<file path="config.mk">
export PLATFORM = sky130hd
export DESIGN_NAME = spi_dac_frame_receiver_flat
export DESIGN_NICKNAME = d
export VERILOG_FILES = /design/src/rtl/spi_dac_frame_receiver_if.sv /design/src/rtl/spi_dac_frame_receiver.sv /design/src/flat_wrapper.sv
export SDC_FILE = /design/constraint.sdc
export NUM_CORES = 1
export LEC_CHECK = 0
export CAP_MARGIN = 20
export CORE_ASPECT_RATIO = 0.6
export CORE_MARGIN = 2
export CORE_UTILIZATION = 53
export CTS_CLUSTER_SIZE = 14
export DETAILED_ROUTE_END_ITERATION = 16
export PLACE_DENSITY = 0.81
export SETUP_SLACK_MARGIN = 0.5
export SKIP_CTS_REPAIR_TIMING = 1
export SYNTH_ARGS = -nofsm -noshare
export SYNTH_HDL_FRONTEND = slang
export SYNTH_SLANG_ARGS = --single-unit
</file>
<file path="constraint.sdc">
create_clock -name clock_50Mhz -period 2.45 [get_ports clock_50Mhz]
set_clock_uncertainty 0.2 [all_clocks]
set_input_delay 0.49 -clock clock_50Mhz [delete_from_list [all_inputs] [get_ports clock_50Mhz]]
set_output_delay 0.49 -clock clock_50Mhz [all_outputs]
set_load 0.05 [all_outputs]
</file>
<file path="src/rtl/spi_dac_frame_receiver_if.sv">
// Carries the 3-wire DAC serial lines and the receiver's decoded frame results.
// The transmitter or bench holds the master modport. The receiver holds the slave modport.
interface spi_dac_frame_receiver_if #(
  parameter int SAMPLE_BITS = 12
);
  logic                   input_SPI_SCLK;
  logic                   input_SPI_SYNC_n;
  logic                   input_SPI_DIN;
  logic [SAMPLE_BITS-1:0] outputSample;
  logic [1:0]             outputPowerDown;
  logic                   sampleValid;
  logic                   frameError;
  logic                   isBusy;
  logic [15:0]            framesReceived;
  logic [7:0]             errorCount;

  modport master (
    output input_SPI_SCLK, input_SPI_SYNC_n, input_SPI_DIN,
    input  outputSample, outputPowerDown, sampleValid, frameError, isBusy,
           framesReceived, errorCount
  );

  modport slave (
    input  input_SPI_SCLK, input_SPI_SYNC_n, input_SPI_DIN,
    output outputSample, outputPowerDown, sampleValid, frameError, isBusy,
           framesReceived, errorCount
  );
endinterface

</file>
<file path="src/rtl/spi_dac_frame_receiver.sv">
// Oversampling slave receiver for the SCLK/SYNC_n/DIN DAC protocol.
// It deserializes 16-bit frames and counts good frames and aborted frames.
module spi_dac_frame_receiver #(
  parameter int FRAME_BITS  = 16,
  parameter int SAMPLE_BITS = 12
) (
  input  logic                    clock_50Mhz,
  input  logic                    reset_n,
  spi_dac_frame_receiver_if.slave bus
);

  typedef enum logic [1:0] {IDLE, SHIFT, WAIT_END} state_t;

  // All three lines pass through the same synchronizer depth, so they stay aligned with each other.
  logic [1:0] sclk_sync, sync_n_sync, din_sync;
  logic       sclk_prev;
  logic       sclk, sync_n, din, fall, bit_event;

  state_t                  state, state_next;
  logic [FRAME_BITS-1:0]   shift_reg, shift_next;
  logic [4:0]              bit_count, count_next;
  logic                    load, valid_next, error_next;
  logic [SAMPLE_BITS-1:0]  sample_q;
  logic [1:0]              power_down_q;
  logic                    valid_q, error_q;
  logic [15:0]             frames_q;
  logic [7:0]              errors_q;
  logic                    unused_msb;

  assign sclk      = sclk_sync[1];
  assign sync_n    = sync_n_sync[1];
  assign din       = din_sync[1];
  assign fall      = !sclk && sclk_prev;
  assign bit_event = fall && !sync_n;
  // The oldest don't-care bit shifts out of the register and is never read.
  assign unused_msb = shift_reg[FRAME_BITS-1];

  // Reset to 1 models idle-high lines, so leaving reset does not create a false SCLK fall.
  always_ff @(posedge clock_50Mhz or negedge reset_n) begin
    if (!reset_n) begin
      sclk_sync   <= '1;
      sync_n_sync <= '1;
      din_sync    <= '1;
      sclk_prev   <= 1'b1;
    end else begin
      // NOTE: non-blocking assignments let every flop sample the old value of its neighbour,
      // which is what makes this a shift chain and not a single flop.
      sclk_sync   <= {sclk_sync[0], bus.input_SPI_SCLK};
      sync_n_sync <= {sync_n_sync[0], bus.input_SPI_SYNC_n};
      din_sync    <= {din_sync[0], bus.input_SPI_DIN};
      sclk_prev   <= sclk;
    end
  end

  always_comb begin
    // NOTE: every output of this block gets a default here, so no path can leave a value
    // unassigned and infer a latch.
    state_next = state;
    shift_next = shift_reg;
    count_next = bit_count;
    load       = 1'b0;
    valid_next = 1'b0;
    error_next = 1'b0;

    unique case (state)
      IDLE: begin
        if (!sync_n) begin
          state_next = SHIFT;
          count_next = '0;
          if (bit_event) begin
            shift_next = {shift_reg[FRAME_BITS-2:0], din};
            count_next = 5'd1;
          end
        end
      end
      SHIFT: begin
        if (sync_n) begin
          state_next = IDLE;
          error_next = (bit_count != '0);
        end else if (bit_event) begin
          shift_next = {shift_reg[FRAME_BITS-2:0], din};
          count_next = bit_count + 5'd1;
          if (bit_count == 5'(FRAME_BITS - 1)) begin
            state_next = WAIT_END;
            load       = 1'b1;
            valid_next = 1'b1;
          end
        end
      end
      WAIT_END: begin
        if (sync_n) state_next = IDLE;
      end
      default: state_next = IDLE;
    endcase
  end

  always_ff @(posedge clock_50Mhz or negedge reset_n) begin
    if (!reset_n) begin
      state        <= IDLE;
      shift_reg    <= '0;
      bit_count    <= '0;
      sample_q     <= '0;
      power_down_q <= '0;
      valid_q      <= 1'b0;
      error_q      <= 1'b0;
      frames_q     <= '0;
      errors_q     <= '0;
    end else begin
      state     <= state_next;
      shift_reg <= shift_next;
      bit_count <= count_next;
      valid_q   <= valid_next;
      error_q   <= error_next;
      if (load) begin
        sample_q     <= shift_next[SAMPLE_BITS-1:0];
        power_down_q <= shift_next[SAMPLE_BITS+1:SAMPLE_BITS];
        frames_q     <= frames_q + 16'd1;
      end
      if (error_next && errors_q != 8'hFF) errors_q <= errors_q + 8'd1;
    end
  end

  assign bus.outputSample    = sample_q;
  assign bus.outputPowerDown = power_down_q;
  assign bus.sampleValid     = valid_q;
  assign bus.frameError      = error_q;
  assign bus.isBusy          = (state != IDLE);
  assign bus.framesReceived  = frames_q;
  assign bus.errorCount      = errors_q;

endmodule
</file>
<file path="src/flat_wrapper.sv">
// flat-port wrapper written by rule: the top's interface ports become plain ports
module spi_dac_frame_receiver_flat 
#(
  parameter int FRAME_BITS  = 16,
  parameter int SAMPLE_BITS = 12
)
  (clock_50Mhz, reset_n, bus_input_SPI_SCLK, bus_input_SPI_SYNC_n, bus_input_SPI_DIN, bus_outputSample, bus_outputPowerDown, bus_sampleValid, bus_frameError, bus_isBusy, bus_framesReceived, bus_errorCount);
  spi_dac_frame_receiver_if #(.SAMPLE_BITS(SAMPLE_BITS)) bus_i ();
  input  logic clock_50Mhz;
  input  logic reset_n;
  input wire logic [$bits(bus_i.input_SPI_SCLK)-1:0] bus_input_SPI_SCLK;
  input wire logic [$bits(bus_i.input_SPI_SYNC_n)-1:0] bus_input_SPI_SYNC_n;
  input wire logic [$bits(bus_i.input_SPI_DIN)-1:0] bus_input_SPI_DIN;
  output wire logic [$bits(bus_i.outputSample)-1:0] bus_outputSample;
  output wire logic [$bits(bus_i.outputPowerDown)-1:0] bus_outputPowerDown;
  output wire logic [$bits(bus_i.sampleValid)-1:0] bus_sampleValid;
  output wire logic [$bits(bus_i.frameError)-1:0] bus_frameError;
  output wire logic [$bits(bus_i.isBusy)-1:0] bus_isBusy;
  output wire logic [$bits(bus_i.framesReceived)-1:0] bus_framesReceived;
  output wire logic [$bits(bus_i.errorCount)-1:0] bus_errorCount;
  assign bus_i.input_SPI_SCLK = bus_input_SPI_SCLK;
  assign bus_i.input_SPI_SYNC_n = bus_input_SPI_SYNC_n;
  assign bus_i.input_SPI_DIN = bus_input_SPI_DIN;
  assign bus_outputSample = bus_i.outputSample;
  assign bus_outputPowerDown = bus_i.outputPowerDown;
  assign bus_sampleValid = bus_i.sampleValid;
  assign bus_frameError = bus_i.frameError;
  assign bus_isBusy = bus_i.isBusy;
  assign bus_framesReceived = bus_i.framesReceived;
  assign bus_errorCount = bus_i.errorCount;
  spi_dac_frame_receiver #(.FRAME_BITS(FRAME_BITS), .SAMPLE_BITS(SAMPLE_BITS)) u_core (.clock_50Mhz(clock_50Mhz), .reset_n(reset_n), .bus(bus_i));
endmodule
</file>
# Word-level counts from Yosys, hierarchy flattened
# Cells that the tools add are included.
# word_totals
inputBits	5
ff_bits	68
elab_cells	58
output_inout_bits	41
# classes
eq_ne	10
reduce_logical	12
addsub	3
mux	20
# op_table
op	n
$mux 14	3
$add 16x1->16 const B	1
$mux 5	3
$mux 2	5
$pmux 5 s2	1
$add 8x1->8 const B	1
$ne 8x8->1 const B	1
$reduce_and 4->1	2
$mux 1	7
$ne 3x1->1 const B	2
$pmux 2 s3	1
$add 5x1->5 const B	1
$eq 5x4->1 const B	1
$reduce_bool 5->1	1
$ne 2x1->1 const B	2
$ne 2x2->1 const B	2
$reduce_bool 2->1	2
$logic_and 1x1->1	3
$eq 2x1->1 const B	1
$eq 2x2->1 const B	1
$logic_not 1->1	2
$logic_not 2->1	1
$reduce_or 2->1	1

# Longest topological paths before layout
# Gate-level depths: netlist of the first run.
# depth
word_depth	6
depth_mapped	10

# Worst setup path before layout of the first run
# OpenSTA, ideal clock, no wires.
# synth_timing
path_type	register to register
start	register u_core.bit_count[1]
end	register u_core.power_down_q[0], in the netlist u_core.bus.outputPowerDown[0]
stages_incl_launch_ff	10
setup_time_ns	0.125
setup_slack_ns	0.187
arrival_time_ns	1.938
required_time_ns	2.125
path_cell_list	dfrtp_1 -> ha_1 -> and3_1 -> ha_1 -> nand4b_4 -> or2_1 -> buf_6 -> clkinv_4 -> buf_8 -> mux2_2
# synth_via
elab_chain_cells	5
# synth_rtl
item	line	rtl
start: declaration	spi_dac_frame_receiver.sv:21	logic [4:0] bit_count, count_next;
start signal: assignment	spi_dac_frame_receiver.sv:111	bit_count <= count_next;
$eq 5x4->1	spi_dac_frame_receiver.sv:83	if (bit_count == 5'(FRAME_BITS - 1)) begin
$mux 1	spi_dac_frame_receiver.sv:83	
$mux 1	spi_dac_frame_receiver.sv:80	end else if (bit_event) begin
$mux 1	spi_dac_frame_receiver.sv:77	if (sync_n) begin
$mux 1	spi_dac_frame_receiver.sv:65	unique case (state)
named net u_core.load	spi_dac_frame_receiver.sv:22	logic load, valid_next, error_next;
end signal: assignment	spi_dac_frame_receiver.sv:116	power_down_q <= shift_next[SAMPLE_BITS+1:SAMPLE_BITS];
end: declaration	spi_dac_frame_receiver.sv:24	logic [1:0] power_down_q;
# The timed path passes the listed nets, and every way through them passes these cells.
# A chain may end at the register's enable or synchronous reset.

# Final worst setup path of the first run
# layout_timing
start	register u_core.bit_count[0]
end	register u_core.power_down_q[0], in the netlist u_core.bus.outputPowerDown[0]
# layout_via
elab_chain_cells	5
# layout_rtl
item	line
$eq 5x4->1	spi_dac_frame_receiver.sv:83
$mux 1	spi_dac_frame_receiver.sv:83
$mux 1	spi_dac_frame_receiver.sv:80
$mux 1	spi_dac_frame_receiver.sv:77
$mux 1	spi_dac_frame_receiver.sv:65
# Every way passes these cells.

==> results list, run 1 <==
* Vias in the first global route: 1711
- Global-route wire length before repair: 8520 um
- Timing analysis after detailed placement gives a worst setup slack of 0.156 ns.
* Endpoints failing setup: 0
- In this run the cell area of the synthesized design comes to 0.00290 sq mm.
- The detail route stage leaves a number of antenna-violating nets equal to 0.
* Combined flip-flop and latch cell area: 0.00171 sq mm
- The floorplan step set the die height to 61.3 um.
- Area overhead of the layout relative to synthesis: 34.0%
* Instance area at placement: 0.00346 sq mm
- In the final design database the tool counted 283 nets.
- Max clock buf depth: 2
- Type of destination of the critical path: flip-flop
* Clock edge transition at the registers on the reported setup and hold paths: 0.07 ns
- The tool flagged a number of max-cap violations equal to 0.
- Distinct cell type count of the synthesized netlist: 38
* Met3 wire len: 342 um
* Drt via density: 5.24
- In the final layout, the multi-input gates occupy 0.00126 sq mm.
* Final Routed Wirelength: 5430 um
- Top sig layer: met4
- Proportion of layout cells with a drive suffix above 1: 37.4%
- Routed length on met1: 2700 um
* Synthesis warning total: 0
- Highest attainable clock frequency: 466 MHz
- The HPWL after detailed placement is 3250 um.
* Endpoint arrival time on the critical path: 2.18 ns
* Syn Area/Cell: 14.2 sq um
* Crit path setup slack, layout: 0.303 ns
- Overall overflow remaining after global route: 0
- The worst setup path is launched from a flip-flop.
- The max-slew violation count came to 0.
- Placeable core region: 0.00518 sq mm
- The finished cells cover 0.00389 sq mm.
* Areal power density over the cells: 670 mW/mm^2
- DR iter-0 viols: 95
- The cell count after synthesis came out at 204.
- Final critical delay including setup and external delays: 2.15 ns
- Sequential area share after synthesis: 58.9%
- Detailed routing placed a total of 2310 um of wire on met2.
- TritonCTS buffer count: 9
- The cell sitting at the root of the clock tree is a sky130_fd_sc_hd__clkbuf_8.
- Insertion delay of the later-clocked pin in the worst-skew pair: 0.35 ns
- Leakage dissipation: 0.00236 uW
- Start point of the worst min-delay path: u_core.sclk_sync[0]
* Horiz. Die Dim: 99.6 um
- Share of the cycle needed by the critical path after routing: 87.6%
- TritonCTS clock tree: built
- The first detailed-routing pass took 4 iterations.
- Worst IR Drop VDD: 0.398 mV
- After detailed routing, the average wire length per cell comes to 15.8 um.
- Total of buffers placed on input and output ports: 45
* Initial antenna violation count: 0
* Largest register FFs: 16
* Total Routing Usage GR: 19.1%
- Across all layers, the routed design uses 1803 vias.
- Slew at the pin with the worst max-slew slack: 0.554 ns
- The worst hold path belongs to the class flip-flop to flip-flop.
* Pin count of the biggest net entering global routing: 42
- RSZ-0062 raised after global routing: yes
- After filler insertion, the fill cell instance count of the layout stands at 349.
- In this run the core area contains 20 standard-cell rows.
- Relative slew margins: 63.0%
- Final estimated routing congestion in global placement: 0.814
* Ant diodes: 0
- For this configuration, the core starts out at a cell density of 56.1%.
* CTS H-Tree Depth: 3
- STA puts the critical path data required time at 2.48 ns.
- # IOs: 46
- The number of hold violations in the final report was 0.
- Counting flops and latches in the post-synthesis netlist gives 68.
* Area of the die: 0.00611 sq mm
- The flow ran to the end, and the final reports show no timing, DRC or antenna violations.
- Clock Sink Count: 68
- The worst setup path is of the flip-flop to flip-flop kind.
- Largest fanout on the critical path: 5
* Worst R2R Start: u_core.bit_count[0]
- Total DRC errors in the routed layout: 0
- Synthesis produced a netlist with a net count of 214.
* Launch point of the critical path: u_core.bit_count[0]
-- per-stage QoR --
stage	TNS (ns)	instances	hold WS [ns]	utilization [%]	total power [uW]
final	0	344	0.159	75.1	2610
after global routing	0	344	0.165	75.1	2750
after CTS	-0.0279	331	-0.0586	70.1	2600
after detailed placement	0	315	0.149	66.8	1790
after global placement	0	315	0.147	66.8	1780
after floorplan	0	204	-0.00559	-	1640
-- cell usage after synthesis --
library cell               number  area share, %
sky130_fd_sc_hd__a21oi_1        2           0.34
sky130_fd_sc_hd__a22o_1         1           0.30
sky130_fd_sc_hd__a22o_2         2           0.69
sky130_fd_sc_hd__and2_1         2           0.43
sky130_fd_sc_hd__and2b_1        1           0.26
sky130_fd_sc_hd__and3_1         5            1.1
sky130_fd_sc_hd__and4_1         4            1.2
sky130_fd_sc_hd__buf_4          1           0.26
sky130_fd_sc_hd__buf_6          3            1.2
sky130_fd_sc_hd__buf_8          1           0.52
sky130_fd_sc_hd__clkinv_4       1           0.30
sky130_fd_sc_hd__dfrtp_1       61             53
sky130_fd_sc_hd__dfstp_2        7            6.3
sky130_fd_sc_hd__ha_1           5            2.2
sky130_fd_sc_hd__inv_1          5           0.65
sky130_fd_sc_hd__mux2_2        25            9.7
sky130_fd_sc_hd__mux2_4         7            3.6
sky130_fd_sc_hd__mux2i_1        1           0.34
sky130_fd_sc_hd__nand2_1       15            1.9
sky130_fd_sc_hd__nand2b_1       2           0.43
sky130_fd_sc_hd__nand3_1        9            1.6
sky130_fd_sc_hd__nand4_1        3           0.65
sky130_fd_sc_hd__nand4_2        2           0.86
sky130_fd_sc_hd__nand4_4        1           0.73
sky130_fd_sc_hd__nand4b_4       1           0.82
sky130_fd_sc_hd__nor2_1         2           0.26
sky130_fd_sc_hd__nor2_8         1           0.69
sky130_fd_sc_hd__nor3_1         1           0.17
sky130_fd_sc_hd__nor3_2         1           0.34
sky130_fd_sc_hd__nor4_4         2            1.5
sky130_fd_sc_hd__nor4b_1        1           0.30
sky130_fd_sc_hd__o21ai_0        3           0.52
sky130_fd_sc_hd__o22ai_1        2           0.43
sky130_fd_sc_hd__or2_1          2           0.43
sky130_fd_sc_hd__or2_2          1           0.22
sky130_fd_sc_hd__or4_1          1           0.26
sky130_fd_sc_hd__xnor2_1       16            4.8
sky130_fd_sc_hd__xor2_1         4            1.2
-- worst max-delay path, stage by stage, from the launching register on --
cell,delay [ns]
sky130_fd_sc_hd__dfrtp_1,0.37
sky130_fd_sc_hd__buf_6,0.11
sky130_fd_sc_hd__ha_4,0.13
sky130_fd_sc_hd__and3_4,0.19
sky130_fd_sc_hd__ha_4,0.13
sky130_fd_sc_hd__nand4b_4,0.13
sky130_fd_sc_hd__or2_4,0.36
sky130_fd_sc_hd__inv_6,0.12
sky130_fd_sc_hd__mux2_4,0.30
-- report_power, final --
part | switching [uW] | internal, uW
Sequential | 84.9 | 1240
Clock | 409 | 392
Combinational | 271 | 210
-- worst paths after layout --
check	to	slack [ns]	cells past startpoint
worst max-delay path	u_core.bus.outputPowerDown[0]	0.30	8
worst min-delay path	u_core.sclk_sync[1]	0.16	0
worst max register to register	u_core.bus.outputPowerDown[0]	0.30	8
worst min register to register	u_core.sclk_sync[1]	0.16	0
max in group asynchronous	u_core.bus.framesReceived[1]	1.12	3
min in group asynchronous	u_core.bus.errorCount[6]	0.49	3
-- per-layer routing --
| metal | vias to the layer above | global-route usage (%) |
|---|---|---|
| met5 | - | 0 |
| met2 | 62 | 26.4 |
| met1 | 881 | 26.6 |
| met4 | 0 | 7.83 |
| li1 | 852 | - |
| met3 | 8 | 8.40 |
-- cell type report --
cell class	instances	area share, %
tap	66	2.12
inverter	6	0.900
timing repair buffer	59	15.5
timing repair inverter	3	0.675
multi-input combinational	126	32.3
clock inverter	4	0.643
clock buffer	12	3.73
sequential	68	44.1
-- cell families after synthesis --
logic type / after synthesis / synth area share, %
compound gates: 10 / 2.28
mux: 33 / 13.7
flops: 68 / 58.9
fa+ha+maj: 5 / 2.15
xor+xnor: 20 / 6.03
simple gates: 57 / 14.1
buf+inv: 11 / 2.89
-- cells in the final DEF, fill, tap and decap left out, drive strengths merged, types with 2 or more instances in the layout --
cell type      synthesis  layout
a21oi                  2       2
a22o                   3       3
and2                   2       2
and3                   5       5
and4                   4       4
buf                    5      14
clkbuf                 0      22
clkdlybuf4s50          0       3
clkinv                 1       3
clkinvlp               0       2
dfrtp                 61      61
dfstp                  7       7
dlymetal6s2s           0      31
ha                     5       5
inv                    5       8
mux2                  32      32
nand2                 15      15
nand2b                 2       2
nand3                  9       9
nand4                  6       6
nor2                   3       4
nor3                   2       2
nor4                   2       2
o21ai                  3       3
o22ai                  2       2
or2                    3       3
xnor2                 16      16
xor2                   4       4
Note: power is estimated with default switching activity, not from simulation.
==> run 2: changes to the inputs <==
- ABC_AREA: default -> 0
==> results of run 2 <==
Final layout, timing and power as in run 1 (identical DEF).
